`src/rtl/spimaster.sv`:
```
// SPI mode-0 master (MSB first, SS active low) with a valid/ready word interface
// toward the host: one WIDTH-bit word out on MOSI and one in from MISO per frame.
module spimaster #(
    parameter int unsigned WIDTH = 16,
    parameter int unsigned DIV   = 2,
    parameter int unsigned GUARD = 1
) (
    input  logic             clk,
    input  logic             rst,
    input  logic [WIDTH-1:0] txdata,
    input  logic             txvalid,
    output logic             txready,
    output logic [WIDTH-1:0] rxdata,
    output logic             rxvalid,
    input  logic             rxready,
    output logic             busy,
    output logic             SCLK,
    output logic             SS,
    output logic             MOSI,
    input  logic             MISO
);

    localparam int unsigned CMAX = (DIV > GUARD) ? DIV : GUARD;
    localparam int unsigned CW   = (CMAX > 1) ? $clog2(CMAX) : 1;
    localparam int unsigned BW   = (WIDTH > 1) ? $clog2(WIDTH) : 1;

    localparam logic [CW-1:0] DIV_LAST   = CW'(DIV - 1);
    localparam logic [CW-1:0] GUARD_LAST = CW'(GUARD - 1);
    localparam logic [BW-1:0] BIT_LAST   = BW'(WIDTH - 1);

    typedef enum logic [2:0] {
        IDLE,
        SETUP,
        SHIFT,
        HOLD,
        GAP
    } state_t;

    state_t           state;
    logic [CW-1:0]    cnt;
    logic [BW-1:0]    bitcnt;
    logic [WIDTH-1:0] shreg;

    assign txready = (state == IDLE) && !rxvalid;
    assign busy    = (state != IDLE);

    // The shift register moves on the rising SCLK edge so the received bit lands in the
    // LSB without clobbering transmit bits; the falling edge then exposes the new MSB.
    always_ff @(posedge clk) begin
        if (rst) begin
            state   <= IDLE;
            cnt     <= '0;
            bitcnt  <= '0;
            shreg   <= '0;
            rxdata  <= '0;
            rxvalid <= 1'b0;
            SCLK    <= 1'b0;
            SS      <= 1'b1;
            MOSI    <= 1'b0;
        end else begin
            if (rxvalid && rxready) begin
                rxvalid <= 1'b0;
            end

            case (state)
                IDLE: begin
                    if (txvalid && txready) begin
                        shreg  <= txdata;
                        MOSI   <= txdata[WIDTH-1];
                        SS     <= 1'b0;
                        cnt    <= '0;
                        bitcnt <= '0;
                        state  <= SETUP;
                    end
                end

                SETUP: begin
                    if (cnt == GUARD_LAST) begin
                        cnt   <= '0;
                        state <= SHIFT;
                    end else begin
                        cnt <= cnt + CW'(1);
                    end
                end

                SHIFT: begin
                    if (cnt != DIV_LAST) begin
                        cnt <= cnt + CW'(1);
                    end else begin
                        cnt <= '0;
                        if (!SCLK) begin
                            SCLK  <= 1'b1;
                            shreg <= {shreg[WIDTH-2:0], MISO};
                        end else begin
                            SCLK <= 1'b0;
                            if (bitcnt == BIT_LAST) begin
                                state <= HOLD;
                            end else begin
                                bitcnt <= bitcnt + BW'(1);
                                MOSI   <= shreg[WIDTH-1];
                            end
                        end
                    end
                end

                HOLD: begin
                    if (cnt == GUARD_LAST) begin
                        cnt     <= '0;
                        SS      <= 1'b1;
                        MOSI    <= 1'b0;
                        rxdata  <= shreg;
                        rxvalid <= 1'b1;
                        state   <= GAP;
                    end else begin
                        cnt <= cnt + CW'(1);
                    end
                end

                GAP: begin
                    if (cnt == GUARD_LAST) begin
                        cnt   <= '0;
                        state <= IDLE;
                    end else begin
                        cnt <= cnt + CW'(1);
                    end
                end

                default: state <= IDLE;
            endcase
        end
    end

endmodule

```
`config.mk`:
```
export PLATFORM = sky130hd
export DESIGN_NAME = spimaster
export DESIGN_NICKNAME = d
export VERILOG_FILES = /design/src/rtl/spimaster.sv
export SDC_FILE = /design/constraint.sdc
export NUM_CORES = 1
export LEC_CHECK = 0
export ABC_AREA = 1
export CORE_AREA = 5 5 78 80
export DETAILED_ROUTE_END_ITERATION = 8
export DIE_AREA = 0 0 83 85
export GPL_TIMING_DRIVEN = 0
export PLACE_DENSITY = 0.64
export SYNTH_ARGS = -nofsm -noshare
export SYNTH_HDL_FRONTEND = slang
export SYNTH_SLANG_ARGS = --single-unit
export TNS_END_PERCENT = 1
```
`constraint.sdc`:
```
create_clock -name clk -period 4 [get_ports clk]
set_input_delay 0.8 -clock clk [delete_from_list [all_inputs] [get_ports clk]]
set_output_delay 0.8 -clock clk [all_outputs]
set_load 0.005 [all_outputs]
```
Word level (Yosys, flattened, before mapping)

Cells that the tools add are included.

$add $sub $neg: 2
Multipliers: 0
Divide/modulo/power cells: 0
Magnitude comparators: 0
Eq/ne operators: 14
Shift operators: 0
Mux-type cells: 33
Bitwise gates (word level): 1
Reductions and logical operators: 19

Operators with widths:

| cell                | count |
|---|---|
| $mux 16             | 3 |
| $pmux 16 s2         | 1 |
| $mux 3              | 7 |
| $mux 4              | 4 |
| $ne 2x2->1 const B  | 8 |
| $pmux 3 s5          | 1 |
| $mux 1              | 13 |
| $reduce_bool 3->1   | 3 |
| $pmux 4 s2          | 1 |
| $reduce_and 7->1    | 1 |
| $eq 3x2->1 const B  | 2 |
| $pmux 1 s3          | 2 |
| $reduce_and 2->1    | 3 |
| $reduce_and 6->1    | 1 |
| $reduce_and 5->1    | 1 |
| $add 4x1->4 const B | 1 |
| $eq 4x4->1 const B  | 1 |
| $reduce_and 4->1    | 1 |
| $reduce_bool 2->1   | 2 |
| $eq 3x1->1 const B  | 1 |
| $eq 3x3->1 const B  | 1 |
| $logic_and 1x1->1   | 3 |
| $logic_not 3->1     | 1 |
| $reduce_and 3->1    | 1 |
| 6 further kinds     | 6 |

Register bits: 44
Bits in latches: 0
RAM bits: 0
ROM bits: 0
Input port bits: 21
Output and inout bits: 22
Logic and storage cells: 78
Memories kept: 0

Longest topological paths before layout

Gate-level depths: netlist of the first run.

Depth after elaboration: 5
Gate-level depth with buffers: 10
Mapped depth without buffers: 9

Least setup slack after synthesis of the first run

No wires, ideal clock.

Path type: register to output
From: register state[2]
To: output port txready
Data arrival time: 820 ps
Data required time: 3,200 ps
Path slack: 2,380 ps
Stages on the path, launching flop included: 4
Buffers on the path: 0
Cell sequence: dfxtp_1 -> nor2_8 -> nand2_1 -> nor2_1

Cells in the longest elaborated chain, start to end: 2

RTL lines:

| item                   | line | text |
|---|---|---|
| start, declared        | 39   | `state_t state;` |
| start signal, assigned | 51   | `state <= IDLE;` |
| start signal, assigned | 73   | `state <= SETUP;` |
| start signal, assigned | 80   | `state <= SHIFT;` |
| $logic_not 3->1        | 44   | `assign txready = (state == IDLE) && !rxvalid;` |
| $logic_and 1x1->1      | 44   |  |
| end, declared          | 12   | `output logic txready,` |

Every way passes these cells.

Worst setup path after layout of the first run

Same ends and word-level chain as after synthesis.

==> impl_metrics.toml, run 1 <==
[yosys]
ys_types = 28
ys_async_sr_fraction_pct = 0
synthFlopType = "dfxtp_1"
synth_cells = 280
ys_warn_count = 0
ys_ff_latch = 44
synth_area_um2 = 2030
syn_nets = 302
ys_seq_area_share_pct = 43.4
synth_edf_count = 0
syn_area_per_cell_um2 = 7.25

[timing]
slew_viol_final = 0
rsz0062_at_grt = "no"
min_period_ns = 2.50
worst_slew_pin_slew_ns = 0.494
setup_viol = 0
fmax_mhz = 400
fin_skew_ns = 0.00513
min_period_over_period_pct = 62.5
fin_tns_setup_ns = 0
hold_viol = 0
slew_headroom_pct = 67.0

[layout]
mostFrequentLayoutCell = "nand2_1"
layout-area-overhead-vs-synth_pct = 31.4
mostFrequentLayoutCells = "53 x nand2_1, 44 x dfxtp_1, 44 x nor2_1, 42 x clkdlybuf4s50_1, 37 x o21ai_0"
multi_input_area_um2 = 968
fin_nets = 351
register_area_um2 = 881
drive_gt1_share_pct = 11.2
num_antenna_cells = 0
fillers = 563

[drt]
route.met3.wl_um = 189
vias = 1904
wl_per_cell_um = 12.0
dr.max_layer_used = "met4"
postRouteAntennaNets = 0
drcViolationCount = 0
wl_um = 4840
route.met2.wl_um = 2250
via_per_inst = 4.74
drt-met1-wl_um = 2330
drt_iter0_drc = 89
first_pass_iters = 5

[die]
pin_count = 43
chipHeight_um = 85
core_um2 = 5340
chipWidth_um = 83
row_count = 27
start_util_pct = 38.0
die_area_um2 = 7060

[cts]
cts_tree = "built"
clk_latency_ns = 0.30
clockBufferDepth = 2
cts-root-buf = "clkbuf_8"
hold_buffers = 0
path_clk_slew_ns = 0.08
cts_buffers = 5
post-cts-setup-buffers = 0
clock-sinks = 44
h-tree-depth = 2
cts_resized = 0

[worst_setup_path]
endpoint_kind = "output pin"
cp.arrival_ns = 1.70
critical_path_class = "flip-flop to output pin"
worstPathCellList = "nor2_8, nand2_1, nor2_1, clkdlybuf4s50_1"
cp_max_fo = 8
path_buf_inv = 1
cp_slowest_stage_delay_ns = 0.52
critical-path-top-delay-family = "buffers and inverters"
start_kind = "flip-flop"
worstPathRequired_ns = 3.20
cp_slowest_cell = "clkdlybuf4s50_1"

[global_routing]
grt_pass1_vias = 1846
antenna_found_initial = 0
grt-ovfl-total = 0
grt_start_max_net_pins = 14
grt_pass1_wl_um = 8520
grtUsageTotal_pct = 14.7

[power_and_ir_drop]
power.total_mw = 1.82
powerDensity_nw_per_um2 = 684
peakVddDrop_mv = 0.310
leakage_nw = 1.13

[placement]
hpwl_um = 3460
portBuffers = 42
place_congestion = 0.788

[hold_path]
hp-class = "flip-flop to flip-flop"

[status]
outcome = "complete, no violations"

[run]
max_cap_violations = 0
[cell families after synthesis]
family	synth area share, %
xor+xnor	0.432
buf+inv	8.88
fa+ha+maj	0.616
flops	43.4
compound gates	21.7
simple gates	25.0
[path summary, 6_finish.rpt]
check,startpoint,end,slack [ns],cells after the start
max reg2reg,state[2],shreg[6],2.51,7
min,shreg[9],shreg[9],0.48,2
max,state[2],txready,1.50,4
min reg2reg,shreg[9],shreg[9],0.48,2
[synth_stat cells, types with 2 or more instances]
cell type / instances / area, µm²
a21oi_1: 24 / 120
a21oi_2: 4 / 35.0
buf_2: 4 / 20.0
buf_6: 3 / 33.8
clkbuf_2: 2 / 10.0
dfxtp_1: 44 / 881
inv_1: 24 / 90.1
inv_2: 2 / 7.51
nand2_1: 53 / 199
nand2_4: 2 / 22.5
nand3_1: 9 / 45.0
nand4_1: 3 / 18.8
nor2_1: 44 / 165
nor2_2: 2 / 12.5
o21ai_0: 37 / 185
o21ai_1: 7 / 35.0
o21ai_2: 5 / 43.8
[sequential cells by signal (all words and copies together) (netlist names)]
| register | flops |
|---|---|
| cnt | 1 |
| rxdata | 16 |
| bitcnt | 4 |
| SS | 1 |
| state | 3 |
| MOSI | 1 |
| SCLK | 1 |
| rxvalid | 1 |
| shreg | 16 |
[metrics by stage]
step,instances,utilization (%),area (µm²),worst slack (ns),hold WS [ns]
finish,402,50.0,2670,1.50,0.476
global route,402,50.0,2670,1.37,0.501
CTS,402,50.0,2670,1.48,0.480
detailed placement,394,47.6,2540,1.44,0.467
global placement,394,47.6,2540,1.48,0.463
floorplan,280,-,2030,2.38,0.444
[worst register-to-register path, cell delays in order, from the launching register on]
cell and delay [ns]:
dfxtp_1 0.49, nor2_8 0.11, nand2_4 0.10, clkinv_1 0.28
nand2_1 0.14, nand2_1 0.07, o21ai_2 0.16, a21oi_2 0.04
[routing by layer]
| metal | up-vias | global-route usage [%] |
|---|---|---|
| met2 | 40 | 24.7 |
| met5 | - | 0 |
| met3 | 7 | 3.59 |
| met1 | 849 | 18.2 |
| met4 | 0 | 5.79 |
| li1 | 1008 | - |
[final cells by class]
cell class                 instances  share of cell area (%)
multi-input combinational        197                    36.3
clock buffer                       7                    3.61
clock inverter                     1                    1.13
inverter                          27                    3.80
timing repair buffer              42                    15.8
sequential                        44                    33.0
buffer                            12                    2.96
tap                               72                    3.38
[where the power goes]
part,switching (mW),internal [mW],total [mW]
clock network,0.150,0.220,0.371
logic,0.472,0.327,0.800
registers,0.0822,0.572,0.654
total,0.705,1.12,1.82
Power figures use the tool's default switching activity.
==> run 2, diff against run 1 <==
Clock period 4 ns to 2.4 ns, I/O delays scaled along.
==> results of run 2 <==
Same layout as run 1 (identical final DEF). Status: complete, no violations.
Among the figures that moved: setup slack after placement 1.44 ns -> 0.157 ns; setup slack after layout 1.50 ns -> 0.218 ns; register-to-register setup slack 2.51 ns -> 0.91 ns; total power 1.82 mW -> 3.04 mW; worst IR drop on VDD 0.310 mV -> 0.517 mV
==> run 3, diff against run 2 <==
Settings changed: SKIP_CTS_REPAIR_TIMING from default to 1.
==> results of run 3 <==
Same layout as run 1 (identical final DEF). Status: complete, no violations.
Among the figures that moved: setup slack after placement 1.44 ns -> 0.157 ns; setup slack after layout 1.50 ns -> 0.218 ns; register-to-register setup slack 2.51 ns -> 0.91 ns; total power 1.82 mW -> 3.04 mW; worst IR drop on VDD 0.310 mV -> 0.517 mV
